==> src/rtl/mips_multi_pkg.sv <==
// Shared encodings for the multicycle MIPS controller, datapath and bench.
// State, opcode, mux-select and ALU control constants plus output decode.
package mips_multi_pkg;

  typedef enum logic [3:0] {
    FETCH   = 4'd0,
    DECODE  = 4'd1,
    MEMADR  = 4'd2,
    MEMRD   = 4'd3,
    MEMWB   = 4'd4,
    MEMWR   = 4'd5,
    EXECUTE = 4'd6,
    ALUWB   = 4'd7,
    BRANCH  = 4'd8,
    ADDIEX  = 4'd9,
    ADDIWB  = 4'd10,
    JUMP    = 4'd11
  } state_t;

  localparam logic [5:0] OP_RTYPE = 6'b000000;
  localparam logic [5:0] OP_LW    = 6'b100011;
  localparam logic [5:0] OP_SW    = 6'b101011;
  localparam logic [5:0] OP_BEQ   = 6'b000100;
  localparam logic [5:0] OP_BNE   = 6'b000101;
  localparam logic [5:0] OP_ADDI  = 6'b001000;
  localparam logic [5:0] OP_J     = 6'b000010;

  localparam logic [5:0] FUNCT_ADD = 6'b100000;
  localparam logic [5:0] FUNCT_SUB = 6'b100010;
  localparam logic [5:0] FUNCT_AND = 6'b100100;
  localparam logic [5:0] FUNCT_OR  = 6'b100101;
  localparam logic [5:0] FUNCT_SLT = 6'b101010;

  localparam logic [1:0] ALUSRCB_B     = 2'b00;
  localparam logic [1:0] ALUSRCB_4     = 2'b01;
  localparam logic [1:0] ALUSRCB_IMM   = 2'b10;
  localparam logic [1:0] ALUSRCB_IMMSH = 2'b11;

  localparam logic [1:0] PCSRC_ALU    = 2'b00;
  localparam logic [1:0] PCSRC_ALUOUT = 2'b01;
  localparam logic [1:0] PCSRC_JUMP   = 2'b10;

  localparam logic [1:0] ALUOP_ADD   = 2'b00;
  localparam logic [1:0] ALUOP_SUB   = 2'b01;
  localparam logic [1:0] ALUOP_FUNCT = 2'b10;

  localparam logic [2:0] ALU_ADD = 3'b010;
  localparam logic [2:0] ALU_SUB = 3'b110;
  localparam logic [2:0] ALU_AND = 3'b000;
  localparam logic [2:0] ALU_OR  = 3'b001;
  localparam logic [2:0] ALU_SLT = 3'b111;

  typedef struct packed {
    logic       iord;
    logic       memtoreg;
    logic       regdst;
    logic       alusrca;
    logic [1:0] alusrcb;
    logic [1:0] pcsrc;
    logic [1:0] aluop;
    logic       fetch;
    logic       memwrite;
    logic       regwrite;
    logic       pcwrite;
    logic       branch;
  } ctrl_t;

  // Strobes that depend on mem_ready/zero are kept as
  // qualifiers here and resolved at the controller outputs.
  function automatic ctrl_t ctrl_of(input state_t s);
    ctrl_t c;
    c         = '0;
    c.alusrcb = ALUSRCB_B;
    c.pcsrc   = PCSRC_ALU;
    c.aluop   = ALUOP_ADD;
    case (s)
      FETCH: begin
        c.fetch   = 1'b1;
        c.alusrcb = ALUSRCB_4;
      end
      DECODE: c.alusrcb = ALUSRCB_IMMSH;
      MEMADR, ADDIEX: begin
        c.alusrca = 1'b1;
        c.alusrcb = ALUSRCB_IMM;
      end
      MEMRD: c.iord = 1'b1;
      MEMWB: begin
        c.memtoreg = 1'b1;
        c.regwrite = 1'b1;
      end
      MEMWR: begin
        c.iord     = 1'b1;
        c.memwrite = 1'b1;
      end
      EXECUTE: begin
        c.alusrca = 1'b1;
        c.aluop   = ALUOP_FUNCT;
      end
      ALUWB: begin
        c.regdst   = 1'b1;
        c.regwrite = 1'b1;
      end
      BRANCH: begin
        c.alusrca = 1'b1;
        c.aluop   = ALUOP_SUB;
        c.pcsrc   = PCSRC_ALUOUT;
        c.branch  = 1'b1;
      end
      ADDIWB: c.regwrite = 1'b1;
      JUMP: begin
        c.pcsrc   = PCSRC_JUMP;
        c.pcwrite = 1'b1;
      end
      default: c.fetch = 1'b0;
    endcase
    return c;
  endfunction

  function automatic logic op_legal(
    input logic [5:0] op,
    input logic       bne_en
  );
    logic ok;
    ok = 1'b0;
    case (op)
      OP_RTYPE, OP_LW, OP_SW,
      OP_BEQ, OP_ADDI, OP_J: ok = 1'b1;
      OP_BNE:                ok = bne_en;
      default:               ok = 1'b0;
    endcase
    return ok;
  endfunction

endpackage

==> src/rtl/mips_multi_aludec.sv <==
// ALU decoder: maps aluop and funct to the 3-bit ALU control code.
// Purely combinational; funct only matters when aluop selects it.
module mips_multi_aludec
  import mips_multi_pkg::*;
(
  input  logic [1:0] aluop_i,
  input  logic [5:0] funct_i,
  output logic [2:0] alucontrol_o
);

  logic [2:0] fn_ctrl;

  always_comb begin
    fn_ctrl = ALU_AND;
    case (funct_i)
      FUNCT_ADD: fn_ctrl = ALU_ADD;
      FUNCT_SUB: fn_ctrl = ALU_SUB;
      FUNCT_AND: fn_ctrl = ALU_AND;
      FUNCT_OR:  fn_ctrl = ALU_OR;
      FUNCT_SLT: fn_ctrl = ALU_SLT;
      default:   fn_ctrl = ALU_AND;
    endcase
  end

  always_comb begin
    alucontrol_o = ALU_ADD;
    case (aluop_i)
      ALUOP_ADD: alucontrol_o = ALU_ADD;
      ALUOP_SUB: alucontrol_o = ALU_SUB;
      default:   alucontrol_o = fn_ctrl;
    endcase
  end

endmodule

==> src/rtl/mips_multi_controller.sv <==
// Multicycle MIPS main control FSM with ALU decoder.
// Optional MIPS_MULTI_BNE_EN adds bne as an inverted-sense branch.
module mips_multi_controller
  import mips_multi_pkg::*;
#(
  parameter bit MEM_HS = 1'b1
) (
  input  logic       clk,
  input  logic       reset,
  input  logic [5:0] op,
  input  logic [5:0] funct,
  input  logic       zero,
  input  logic       mem_ready,
  output logic       pcen,
  output logic       irwrite,
  output logic       memwrite,
  output logic       regwrite,
  output logic       iord,
  output logic       memtoreg,
  output logic       regdst,
  output logic       alusrca,
  output logic [1:0] alusrcb,
  output logic [1:0] pcsrc,
  output logic [2:0] alucontrol,
  output logic       illegal_op
);

`ifdef MIPS_MULTI_BNE_EN
  localparam bit BNE_EN = 1'b1;
`else
  localparam bit BNE_EN = 1'b0;
`endif

  state_t state_q, state_d;
  ctrl_t  ctrl_q, ctrl_d;
  logic   bne_q, bne_d;
  logic   rdy;
  logic   br_take;

  assign rdy = MEM_HS ? mem_ready : 1'b1;

  always_comb begin
    state_d = state_q;
    bne_d   = bne_q;
    case (state_q)
      FETCH: if (rdy) state_d = DECODE;
      DECODE: begin
        bne_d = 1'b0;
        case (op)
          OP_LW, OP_SW: state_d = MEMADR;
          OP_RTYPE:     state_d = EXECUTE;
          OP_BEQ:       state_d = BRANCH;
          OP_ADDI:      state_d = ADDIEX;
          OP_J:         state_d = JUMP;
`ifdef MIPS_MULTI_BNE_EN
          OP_BNE: begin
            state_d = BRANCH;
            bne_d   = 1'b1;
          end
`endif
          default:      state_d = FETCH;
        endcase
      end
      MEMADR:
        state_d = (op == OP_LW) ? MEMRD : MEMWR;
      MEMRD: if (rdy) state_d = MEMWB;
      MEMWR: if (rdy) state_d = FETCH;
      EXECUTE: state_d = ALUWB;
      ADDIEX:  state_d = ADDIWB;
      MEMWB, ALUWB, BRANCH,
      ADDIWB, JUMP: state_d = FETCH;
      default: state_d = FETCH;
    endcase
    ctrl_d = ctrl_of(state_d);
  end

  always_ff @(posedge clk or negedge reset) begin
    if (!reset) begin
      state_q <= FETCH;
      ctrl_q  <= ctrl_of(FETCH);
      bne_q   <= 1'b0;
    end else begin
      state_q <= state_d;
      ctrl_q  <= ctrl_d;
      bne_q   <= bne_d;
    end
  end

  // Strobes are gated by reset so nothing fires while it is held low.
  assign br_take = ctrl_q.branch & (zero ^ bne_q);

  assign pcen = reset & ((ctrl_q.fetch & rdy)
              | ctrl_q.pcwrite | br_take);
  assign irwrite  = reset & ctrl_q.fetch & rdy;
  assign memwrite = reset & ctrl_q.memwrite;
  assign regwrite = reset & ctrl_q.regwrite;

  assign illegal_op = reset
                    & (state_q == DECODE)
                    & ~op_legal(op, BNE_EN);

  assign iord     = ctrl_q.iord;
  assign memtoreg = ctrl_q.memtoreg;
  assign regdst   = ctrl_q.regdst;
  assign alusrca  = ctrl_q.alusrca;
  assign alusrcb  = ctrl_q.alusrcb;
  assign pcsrc    = ctrl_q.pcsrc;

  mips_multi_aludec u_aludec (
    .aluop_i      (ctrl_q.aluop),
    .funct_i      (funct),
    .alucontrol_o (alucontrol)
  );

endmodule

==> config.mk <==
export PLATFORM = sky130hd
export DESIGN_NAME = mips_multi_controller
export DESIGN_NICKNAME = d
export VERILOG_FILES = /design/src/rtl/mips_multi_pkg.sv /design/src/rtl/mips_multi_aludec.sv /design/src/rtl/mips_multi_controller.sv
export SDC_FILE = /design/constraint.sdc
export NUM_CORES = 1
export LEC_CHECK = 0
export BUFFER_PORTS_ARGS = -buffer_cell sky130_fd_sc_hd__buf_2
export CAP_MARGIN = 10
export CORE_MARGIN = 2
export CORE_UTILIZATION = 25
export DETAILED_ROUTE_END_ITERATION = 8
export SETUP_SLACK_MARGIN = 0.02
export SYNTH_ARGS = -nofsm -noshare
export SYNTH_HDL_FRONTEND = slang
export SYNTH_SLANG_ARGS = --single-unit
==> constraint.sdc <==
create_clock -name clk -period 2.25 [get_ports clk]
set_clock_uncertainty 0.05 [all_clocks]
set_input_delay 0.1125 -clock clk [delete_from_list [all_inputs] [get_ports clk]]
set_output_delay 0.1125 -clock clk [all_outputs]
set_load 0.01 [all_outputs]
==> summary.md <==
| Metric | Value |
|---|---|
| Status | complete, no violations |
| Diode count | 0 |
| Synth Register Bits | 17 |
| Cell variety after synth | 47 |
| Period utilization | 84.62% |
| Synthesis-to-layout area growth | 19.81% |
| FF-to-FF End | alusrcb[1]$_DFF_PN0_ |
| RR Startpoint | state_q[2]$_DFF_PN0_ |
| Critical path type | flip-flop to flip-flop |
| Core area | around 4000 um2 |
| Cell area after synthesis | 1049 um2 |
| Seq/Total Area, Yosys | around two fifths |
| TritonCTS clock tree | yes |
| P_leak | 0.6007 nW |
| Die area | 4728 um2 |
| Slew margin rel. | 65.39% |
| Post-synth EDFFs | 0 |
| Initial antenna violation count | 0 |
| CP Capture Type | flip-flop |
| Routed WL | about 2.4 mm |
| Post-synth top area cell | dfrtp_1 |
| Largest net degree at the start of global routing | 23 |
| Clk slew on worst S/H paths | around 0.070 ns |
| CP Cell Sequence | or4b_4 -> o2111ai_4 -> or2_2 -> o211ai_1 |
| RSZ-0062 raised after global routing | no |
| Fmax | between 0.5 and 0.6 GHz |
| Pwr Total | slightly below 0.8 mW |
| Crit path max fanout | 15 |
| Routed wire length per instance | around 13 um |
| Pwr dens | 625.6 nW/um2 |
| Gate Count Post-Synth | between 100 and 150 |
| Share of the synthesized area in the top cell type | 35.80% |
| Latest clock arrival within the worst-skew pair | approximately 0.25 ns |
| Reg2Reg Depth | 4 |
| Syn_area_per_cell | between 9 and 10 um2 |
| DRT antenna net count | 0 |
| Die Y | 68.76 um |
| Top-count cell post-synth | dfrtp_1 |
| Max stage delay on crit path | ~0.59 ns |
| Row cnt | 23 |
| Top Ports | 32 |
| Initial Util | 26.02% |
| Peak VDD IR | 0.1693 mV |
| Final Hold Violating Endpoints | 0 |
| Worst slew pin tran | just over 0.5 ns |
| Hold Crit Class | primary input to flip-flop |
| Pins Over Slew Limit | 0 |
| Critical path's slowest cell | or4b_4 |
| Worst EP required | 2.32 ns |
| Via Count | ~910 |
| Die width | 68.76 um |
| First-pass GRT wire length | around 4.0 mm |
| IO Port Bufs | 31 |
| Layout Cells excl Fill | roughly 180 |
| Final RePlAce weighted congestion | a little under 0.8 |
| Ys flop type | dfrtp_1 |
| Critical Path Sink | alusrcb[1]$_DFF_PN0_ |
| Nets | 150 |
| Clock sink total | 17 |
| Fillers | 437 |
| Max Cap Violations | 0 |
| Vias in the first global route | 891 |
| Fin crit period | 1.904 ns |
| CTS root buf | clkbuf_8 |
| GRT overflow | 0 |
| Share of post-route cells with drive strength above 1 | 37.59% |
| Buffer depth of the longest clock path | 2 |
| Critical path origin | state_q[2]$_DFF_PN0_ |
| Vias per std cell | 4.951 |
| DRC | 0 |
| Crit start category | flip-flop |
| Net Count, Synth | 122 |
| Pre-antenna DRT Iters | 4 |
| CTS Buf Count | 3 |
| Hold_sp | mem_ready |
| Top cells by area, synth | dfrtp_1 (36%), dfstp_2 (5.0%), buf_4 (4.3%) |
| HPWL Detailed | ~1.8 mm |
| Post-synth top cells | dfrtp_1 (15), nor2_1 (8), buf_4 (6), nand2_1 (6) |
| Gr usage total | 11.49% |
| CTS resizes | 0 |
| Post-synth ARST share | 100.0% |
| Cell Count Post-Placement | 178 |
| 1st-iter DRT viols | 34 |
| Setup_tns | 0 ns |
| Ys Warns | 0 |
| R2R setup slack | 0.35 ns |
| CP arrival | 1.98 ns |
| CTS H-tree depth | 1 |
| Final setup viols | 0 |
==> cell type report <==
class                   count  area, um2  share of cell area, %
flip-flops and latches     17      427.9                  34.06
inverters                   4      15.01                  1.195
clock buffers               3      41.29                  3.287
clock inverters             1      5.005                 0.3984
well taps                  50      62.56                  4.980
repair buffers             32      165.2                  13.15
multi-input cells          76      539.3                  42.93
==> metrics by stage <==
stage	util (%)	area [um2]	setup WS [ns]	hold WS, ns
global placement	29.78	1200	0.4517	0.02622
CTS	31.18	1256	0.3541	0.1624
floorplan	-	1049	0.5458	-0.2331
finish	31.18	1256	0.3461	0.1783
detailed placement	29.78	1200	0.3918	0.03112
global route	31.18	1256	0.2572	0.1944
==> routing by layer <==
metal,vias to the layer above,GRT usage (%),wire length [um]
li1,438,-,-
met5,-,0,0
met4,0,5.147,38
met2,24,20.91,1210
met1,439,12.74,1001
met3,5,2.435,148
==> placed cells by master, fill, tap and decap left out, types with 2 or more instances in the layout <==
cell type	instances
buf_2	31
nand3_1	2
a31oi_1	2
dfstp_2	2
o21ai_0	4
dfrtp_1	15
nor2_1	8
inv_1	3
nand2b_1	5
or4_1	2
nor3b_1	2
nor3_1	5
a21oi_2	2
nand4b_1	2
and2_1	2
nand3b_1	3
clkbuf_8	3
and3_1	5
nand2_1	6
==> critical path: cells and delay by family, from the launching register on <==
family / cells / cell delay (ns)
AO/OA/AOI/OAI: 2 / 0.39
AND/OR/NAND/NOR: 2 / 0.79
flip-flops: 1 / 0.55
==> worst min path at each step <==
stage | end | cells after the start
after global placement | ctrl_q[2]$_DFF_PN0_ | 1
after CTS | memtoreg$_DFF_PN0_ | 3
after floorplan | alusrca$_DFF_PN0_ | 0
final | memtoreg$_DFF_PN0_ | 3
after detailed placement | ctrl_q[2]$_DFF_PN0_ | 1
after global routing | memtoreg$_DFF_PN0_ | 3
==> registers in the layout (all words and copies together) (netlist names) <==
register  count
alusrca       1
alusrcb       2
ctrl_q        6
iord          1
memtoreg      1
pcsrc         1
regdst        1
state_q       4
==> cell families (layout without fill, tap and decap cells) <==
logic type / Yosys count / count (layout) / share of synthesized area (%)
simple gates: 54 / 54 / 32.82
compound gates: 20 / 20 / 16.95
flops: 17 / 17 / 40.81
buf+inv: 13 / 40 / 7.756
xor+xnor: 2 / 2 / 1.671
==> report_power, final <==
group,switching [mW],internal (mW)
clock network,0.107,0.123
registers,0.0298,0.339
logic,0.100,0.0875
total,0.237,0.549
==> repair_timing <==
action	in CTS	in global routing
setup buffers	0	0
hold buffers	1	0
hold endpoints to repair	15	0
(Power assumes the default switching activity.)
